==> src/rtl/mux_rr_arbiter.sv <==
// rtl/mux_rr_arbiter.sv - round-robin arbiter sequencing four byte producers through a shared 4:1 selector
module mux_rr_arbiter #(
    parameter int DATA_W    = 8,
    parameter int MAX_BURST = 4
) (
    input  logic              clk,
    input  logic              rst_n,
    input  logic [3:0]        req,
    input  logic [3:0]        last,
    output logic [3:0]        ack,
    output logic [3:0]        grant,
    output logic [1:0]        mux_sel,
    output logic              mux_en,
    input  logic [DATA_W-1:0] mux_y,
    output logic [DATA_W-1:0] y_data,
    output logic              y_valid,
    input  logic              y_ready
);

    typedef enum logic {IDLE, BUSY} state_t;

    localparam logic [3:0] MAX_CNT = 4'(MAX_BURST);

    state_t     state;
    logic [1:0] ptr;
    logic [3:0] beat_cnt;
    logic       accept;
    logic       release_now;
    logic       pick_valid;
    logic [1:0] pick_idx;
    logic [1:0] idx;

    // mux_sel holds the granted index for the whole burst, so it doubles as g.
    assign accept = (state == BUSY) && req[mux_sel] && (!y_valid || y_ready);

    assign release_now = (state == BUSY) &&
                         (!req[mux_sel] ||
                          (accept && (last[mux_sel] || (beat_cnt + 4'd1 == MAX_CNT))));

    always_comb begin
        ack = 4'b0000;
        if (accept) begin
            ack[mux_sel] = 1'b1;
        end
    end

    // Scan from the farthest offset down so the nearest set bit after ptr wins.
    always_comb begin
        pick_valid = 1'b0;
        pick_idx   = ptr;
        idx        = ptr;
        for (int k = 3; k >= 0; k--) begin
            idx = ptr + 2'(k);
            if (req[idx]) begin
                pick_valid = 1'b1;
                pick_idx   = idx;
            end
        end
    end

    always_ff @(posedge clk or negedge rst_n) begin
        if (!rst_n) begin
            state    <= IDLE;
            grant    <= 4'b0000;
            mux_sel  <= 2'b00;
            mux_en   <= 1'b0;
            ptr      <= 2'b00;
            beat_cnt <= 4'd0;
        end else begin
            case (state)
                IDLE: begin
                    if (pick_valid) begin
                        state    <= BUSY;
                        grant    <= 4'b0001 << pick_idx;
                        mux_sel  <= pick_idx;
                        mux_en   <= 1'b1;
                        beat_cnt <= 4'd0;
                    end
                end
                BUSY: begin
                    if (release_now) begin
                        state  <= IDLE;
                        grant  <= 4'b0000;
                        mux_en <= 1'b0;
                        ptr    <= mux_sel + 2'd1;
                    end
                    if (accept) begin
                        beat_cnt <= beat_cnt + 4'd1;
                    end
                end
                default: state <= IDLE;
            endcase
        end
    end

    // Output stage drains independently of arbitration so the final beat survives release.
    always_ff @(posedge clk or negedge rst_n) begin
        if (!rst_n) begin
            y_data  <= '0;
            y_valid <= 1'b0;
        end else if (accept) begin
            y_data  <= mux_y;
            y_valid <= 1'b1;
        end else if (y_valid && y_ready) begin
            y_valid <= 1'b0;
        end
    end

endmodule
==> config.mk <==
export PLATFORM = sky130hd
export DESIGN_NAME = mux_rr_arbiter
export DESIGN_NICKNAME = d
export VERILOG_FILES = /design/src/rtl/mux_rr_arbiter.sv
export SDC_FILE = /design/constraint.sdc
export NUM_CORES = 1
export LEC_CHECK = 0
export CORE_MARGIN = 3
export CORE_UTILIZATION = 45
export DETAILED_ROUTE_END_ITERATION = 8
export PLACE_DENSITY = 0.78
export SETUP_SLACK_MARGIN = 0.05
export SLEW_MARGIN = 20
export SYNTH_ARGS = -nofsm -noshare
export SYNTH_HDL_FRONTEND = slang
export SYNTH_SLANG_ARGS = --single-unit
==> constraint.sdc <==
create_clock -name clk -period 1.99 [get_ports clk]
set_input_delay 0.2985 -clock clk [delete_from_list [all_inputs] [get_ports clk]]
set_output_delay 0.2985 -clock clk [all_outputs]
set_load 0.005 [all_outputs]
* Yosys cells after proc, flatten, opt, wreduce, memory -nomap -nowiden *
Index checks and enable logic that the tools add are counted.

storage, ports and cells
  register bits after elaboration = 23
  input port bits = 19

cells by class
  bitwise gates (word level) = 1
  multiplexer cells = 37
  $add $sub $neg = 5
  order comparisons = 6
  equal/unequal tests = 4
  shifts and indexed selects = 1
  reductions and logical operators = 16

operators with widths
  kind                                                                      number
  4-bit two-way mux                                                         5
  1-bit two-way mux                                                         17
  4-bit case mux with 2 select lines                                        2
  2-bit by 3-bit < comparator with 1-bit output (second input constant)     5
  1-bit binary-select mux with 2-bit select                                 6
  2-bit two-way mux                                                         4
  2-bit AND reduction                                                       4
  1-bit logical AND                                                         6
  2-bit by 1-bit adder with 2-bit output (second input constant)            2
  2-bit adder (second input constant)                                       2
  4-bit by 1-bit adder with 4-bit output (second input constant)            1
  4-bit by 3-bit equality test with 1-bit output (second input constant)    1
  2-bit by 1-bit inequality test with 1-bit output (second input constant)  2
  1-bit case mux with 2 select lines                                        2
  1-bit by 2-bit left shift with 4-bit output (first input constant)        1
  1-bit logical OR                                                          3
  1-bit demux with 2-bit select                                             1
  2-bit by 1-bit >= comparator with 1-bit output (second input constant)    1
  1-bit logical NOT                                                         2
  2-bit inequality test (second input constant)                             1
  2-bit nonzero test                                                        1
  1-bit NOT                                                                 1

* Logic depth before layout (Yosys ltp) *
  depth after elaboration = 10
  gate-level depth with buffers = 5
  depth with buffers taken out = 5

* Worst setup path after synthesis *
Ideal clock, no wire load.

  path kind = register to output
  start = register mux_sel[1]
  end = output ack[2]
  arrival time = 1.600 ns
  path buffers = 1
  required time = 1.691 ns
  path slack = 0.092 ns
  cell stages (with the launch flop) = 5
  cells stage by stage = dfrtp_1 mux4_2 and3_1 buf_2 and2_1

on the way
  longest elaborated chain between the ends = 5
  elaborated cells between the ends (all ways) = 10

RTL lines
  item                                                                                         line    source
  start: declaration                                                                           12      output logic [1:0] mux_sel,
  start signal: assignment                                                                     75      mux_sel <= pick_idx;
  2-bit by 3-bit < comparator with 1-bit output (implied by the code) (tied with other cells)  43      ack[mux_sel] = 1'b1;
  1-bit logical AND (implied by the code) or 1-bit two-way mux (tied branches)                 43, 34
  1-bit two-way mux (implied by the code) or 1-bit logical AND (tied branches)                 43, 34
  1-bit demux with 2-bit select or 1-bit logical AND (tied branches)                           43, 34
  4-bit two-way mux (*)                                                                        42      if (accept) begin
  end: declaration                                                                             10      output logic [3:0] ack,

Mark *: on every way between the ends. The rest lies on a longest branch, timed or not. The select of a mux whose other input is x is not followed.

* Final worst setup path *
Ends and elaborated chain as after synthesis.

==> flow_metrics.py <==
metrics = {
    "sta": {
        "grt_setup_unrepaired": "true",
        "worstMarginPinSlew_ns": 0.5475,
        "skew_ns": 0.001844,
        "slew_headroom_pct": 63.16,
        "setup_slack_ns": -0.08075,
        "finalCritPeriodShare_pct": 104.1,
        "hold_viol_final": 0,
        "fin_crit_ns": 2.071,
        "final_max_slew_viol_count": 0,
        "max_freq_mhz": 482.9,
        "setup_viol_count_final": 2,
    },
    "die": {
        "num_rows": 18,
        "ios": 39,
        "initial_utilization_pct": 48.67,
        "die_w_um": 58.47,
        "die_area_um2": 3418,
        "core_um2": 2545,
        "die_h_um": 58.47,
    },
    "routing": {
        "routed_wl_mm": 3.282,
        "wl_per_cell_um": 14.99,
        "drt_iter0_drc": 43,
        "num_vias": 1165,
        "vias_per_cell": 5.320,
        "drt_pass1_iterations": 4,
        "drc": 0,
        "drtAntennaViolNets": 0,
    },
    "cts": {
        "cts_hold_buf": 0,
        "cts_max_level": 1,
        "numClockSinks": 23,
        "root_buffer": "clkbuf_4",
        "clkTransAtPathRegs_ns": 0.13,
        "cts_tree": "yes",
        "cts_buffers": 3,
        "clk_path_buf_depth": 2,
        "insertion_delay_ns": 0.32,
    },
    "grt": {
        "grt.overflow.total": 0,
        "grt_usage_pct": 20.68,
        "grt_max_degree": 24,
        "antenna_found_initial": 0,
        "grt_first_pass_wirelength_mm": 5.437,
        "grt_pass1_vias": 1170,
    },
    "critical_path": {
        "cpMostUsedCell": "buf_6",
        "cpMaxStageDelayCell": "mux4_2",
        "cp-start-kind": "flip-flop",
        "critPathCaptureType": "primary output",
        "critical_path_required_ns": 1.69,
        "crit_family": "multiplexers",
        "critPathMaxFanout": 4,
        "critPathBufInv": 2,
        "reg2reg_to": "ptr[1]",
        "cp_data_arrival_time_ns": 1.77,
        "path_cells": "mux4_2 -> and3_4 -> buf_6 -> and2_4 -> buf_6",
        "cpPeakStageDelay_ns": 0.52,
        "reg2reg_from": "mux_sel[0]",
        "crit_type": "flip-flop to primary output",
        "rr_worst_depth": 5,
        "reg2reg_slack_ns": 0.11,
    },
    "placement": {
        "place_congestion": 0.8613,
        "placed_cell_area_um2": 1794,
        "portBuffers": 38,
        "dp.final_hpwl_mm": 2.488,
        "pre_cts_ws_ns": -0.4092,
    },
    "logic_synthesis": {
        "synth_flop_cell": "dfrtp_1",
        "synth_cell_types": 35,
        "ys_top_cells_by_area": "dfrtp_1, nand2_1, ha_1, mux4_2, and2_1",
        "synthCells": 126,
        "async_reset_ff_share_pct": 100.0,
        "synth_top_area_cell": "dfrtp_1",
        "synth_nets": 151,
        "ys_ff_latch": 23,
        "yosysWarnings": 0,
        "synth_edf_count": 0,
        "synth_top_area_share_pct": 46.46,
        "synth_area_um2": 1239,
        "yosysSeqAreaShare_pct": 46.46,
        "syn_avg_cell_area_um2": 9.831,
    },
    "cells_and_area": {
        "num_antenna_cells": 0,
        "syn_to_final_growth_pct": 53.43,
        "nets": 215,
        "fin_area_um2": 1901,
        "utilization_pct": 74.68,
        "drive_gt1_share_pct": 23.81,
    },
    "job": {
        "max_cap_violations": 0,
    },
    "outcome": {
        "status": "complete, but fails checks",
        "violations": "setup timing",
    },
    "power_and_ir_drop": {
        "power.total_uw": 2616,
        "powerDensity_nw_per_um2": 1377,
        "p_leak_uw": 0.0009108,
        "vdd_drop_max_v": 0.0009734,
    },
    "worst_hold_path": {
        "hold_path.class": "primary input to asynchronous set/reset pin",
    },
}
[registers in the layout (all words and copies together), names as in the netlist]
register and cells:
mux_en 1, beat_cnt 4, y_valid 1, y_data 8, grant 4, state 1, ptr 2, mux_sel 2
[Yosys cell counts (all sizes together) (2+ instances only)]
library cell,number
nand2,35
dfrtp,23
ha,6
nand2b,5
and2,4
inv,4
nand3,4
nor2,4
o21ai,4
buf,3
o22ai,3
a21oi,2
mux2i,2
mux4,2
nor2b,2
nor4,2
o21a,2
o2bb2ai,2
o31ai,2
[cell type report]
type                       count  area [µm²]
multi-input combinational     96       660.6
fill                         185       644.4
timing repair buffer          62       583.1
sequential                    23       576.8
tap                           30       37.54
clock buffer                   3       22.52
inverter                       4       15.01
clock inverter                 1       5.005
[per-stage QoR]
stage	hold WS, ns	cells	TNS (ns)
floorplan	0.002909	126	0
global placement	0.4577	208	-1.707
detailed placement	0.4648	208	-2.101
CTS	0.3320	215	-0.1188
global route	0.3337	219	-0.2561
finish	0.3257	219	-0.09422
[cells in the final DEF, fill, tap and decap left out, types with 3 or more instances in the layout]
master,n
and2_1,3
buf_4,19
clkbuf_4,3
nand2b_1,4
nand2_1,35
ha_1,5
buf_2,3
buf_6,4
nand3_1,4
clkdlybuf4s50_1,34
o22ai_1,3
nor2_1,4
dfrtp_1,22
o21ai_0,4
inv_1,4
[routing by layer]
layer	global-route usage, %	share of wire (%)
met5	0	0
met4	6.954	0.40
met3	3.509	4.1
met2	36.20	55
met1	25.63	41
[where the power goes]
group	internal (µW)	total [µW]	switching, µW
clock network	75.3	223	147
registers	667	814	147
logic	928	1580	651
[cell families (layout without fill, tap and decap cells)]
family,Yosys count,in the layout,synth area share [%]
multiplexers,5,5,6.464
buffers and inverters,7,70,2.424
AND/OR/NAND/NOR,61,61,23.84
adder cells (fa/ha/maj),6,6,6.060
XOR/XNOR,2,2,1.414
flip-flops,23,23,46.46
AO/OA/AOI/OAI,22,22,13.33
[how the worst max path moves through the flow]
stage,slack (ns),to,start,cells past startpoint
CTS,-0.09,ack[2],mux_sel[1],5
global route,-0.13,ack[2],mux_sel[1],5
global placement,-0.38,ack[2],req[3],5
floorplan,0.09,ack[2],mux_sel[1],4
finish,-0.08,ack[2],mux_sel[1],5
detailed placement,-0.41,ack[2],req[3],5
[timing repair]
item | in CTS | in global routing
gates resized for setup | 23 | 5
setup endpoints to repair | 6 | 10
pin swaps | 4 | 2
buffers inserted | 3 | 4
(Power assumes the default switching activity.)
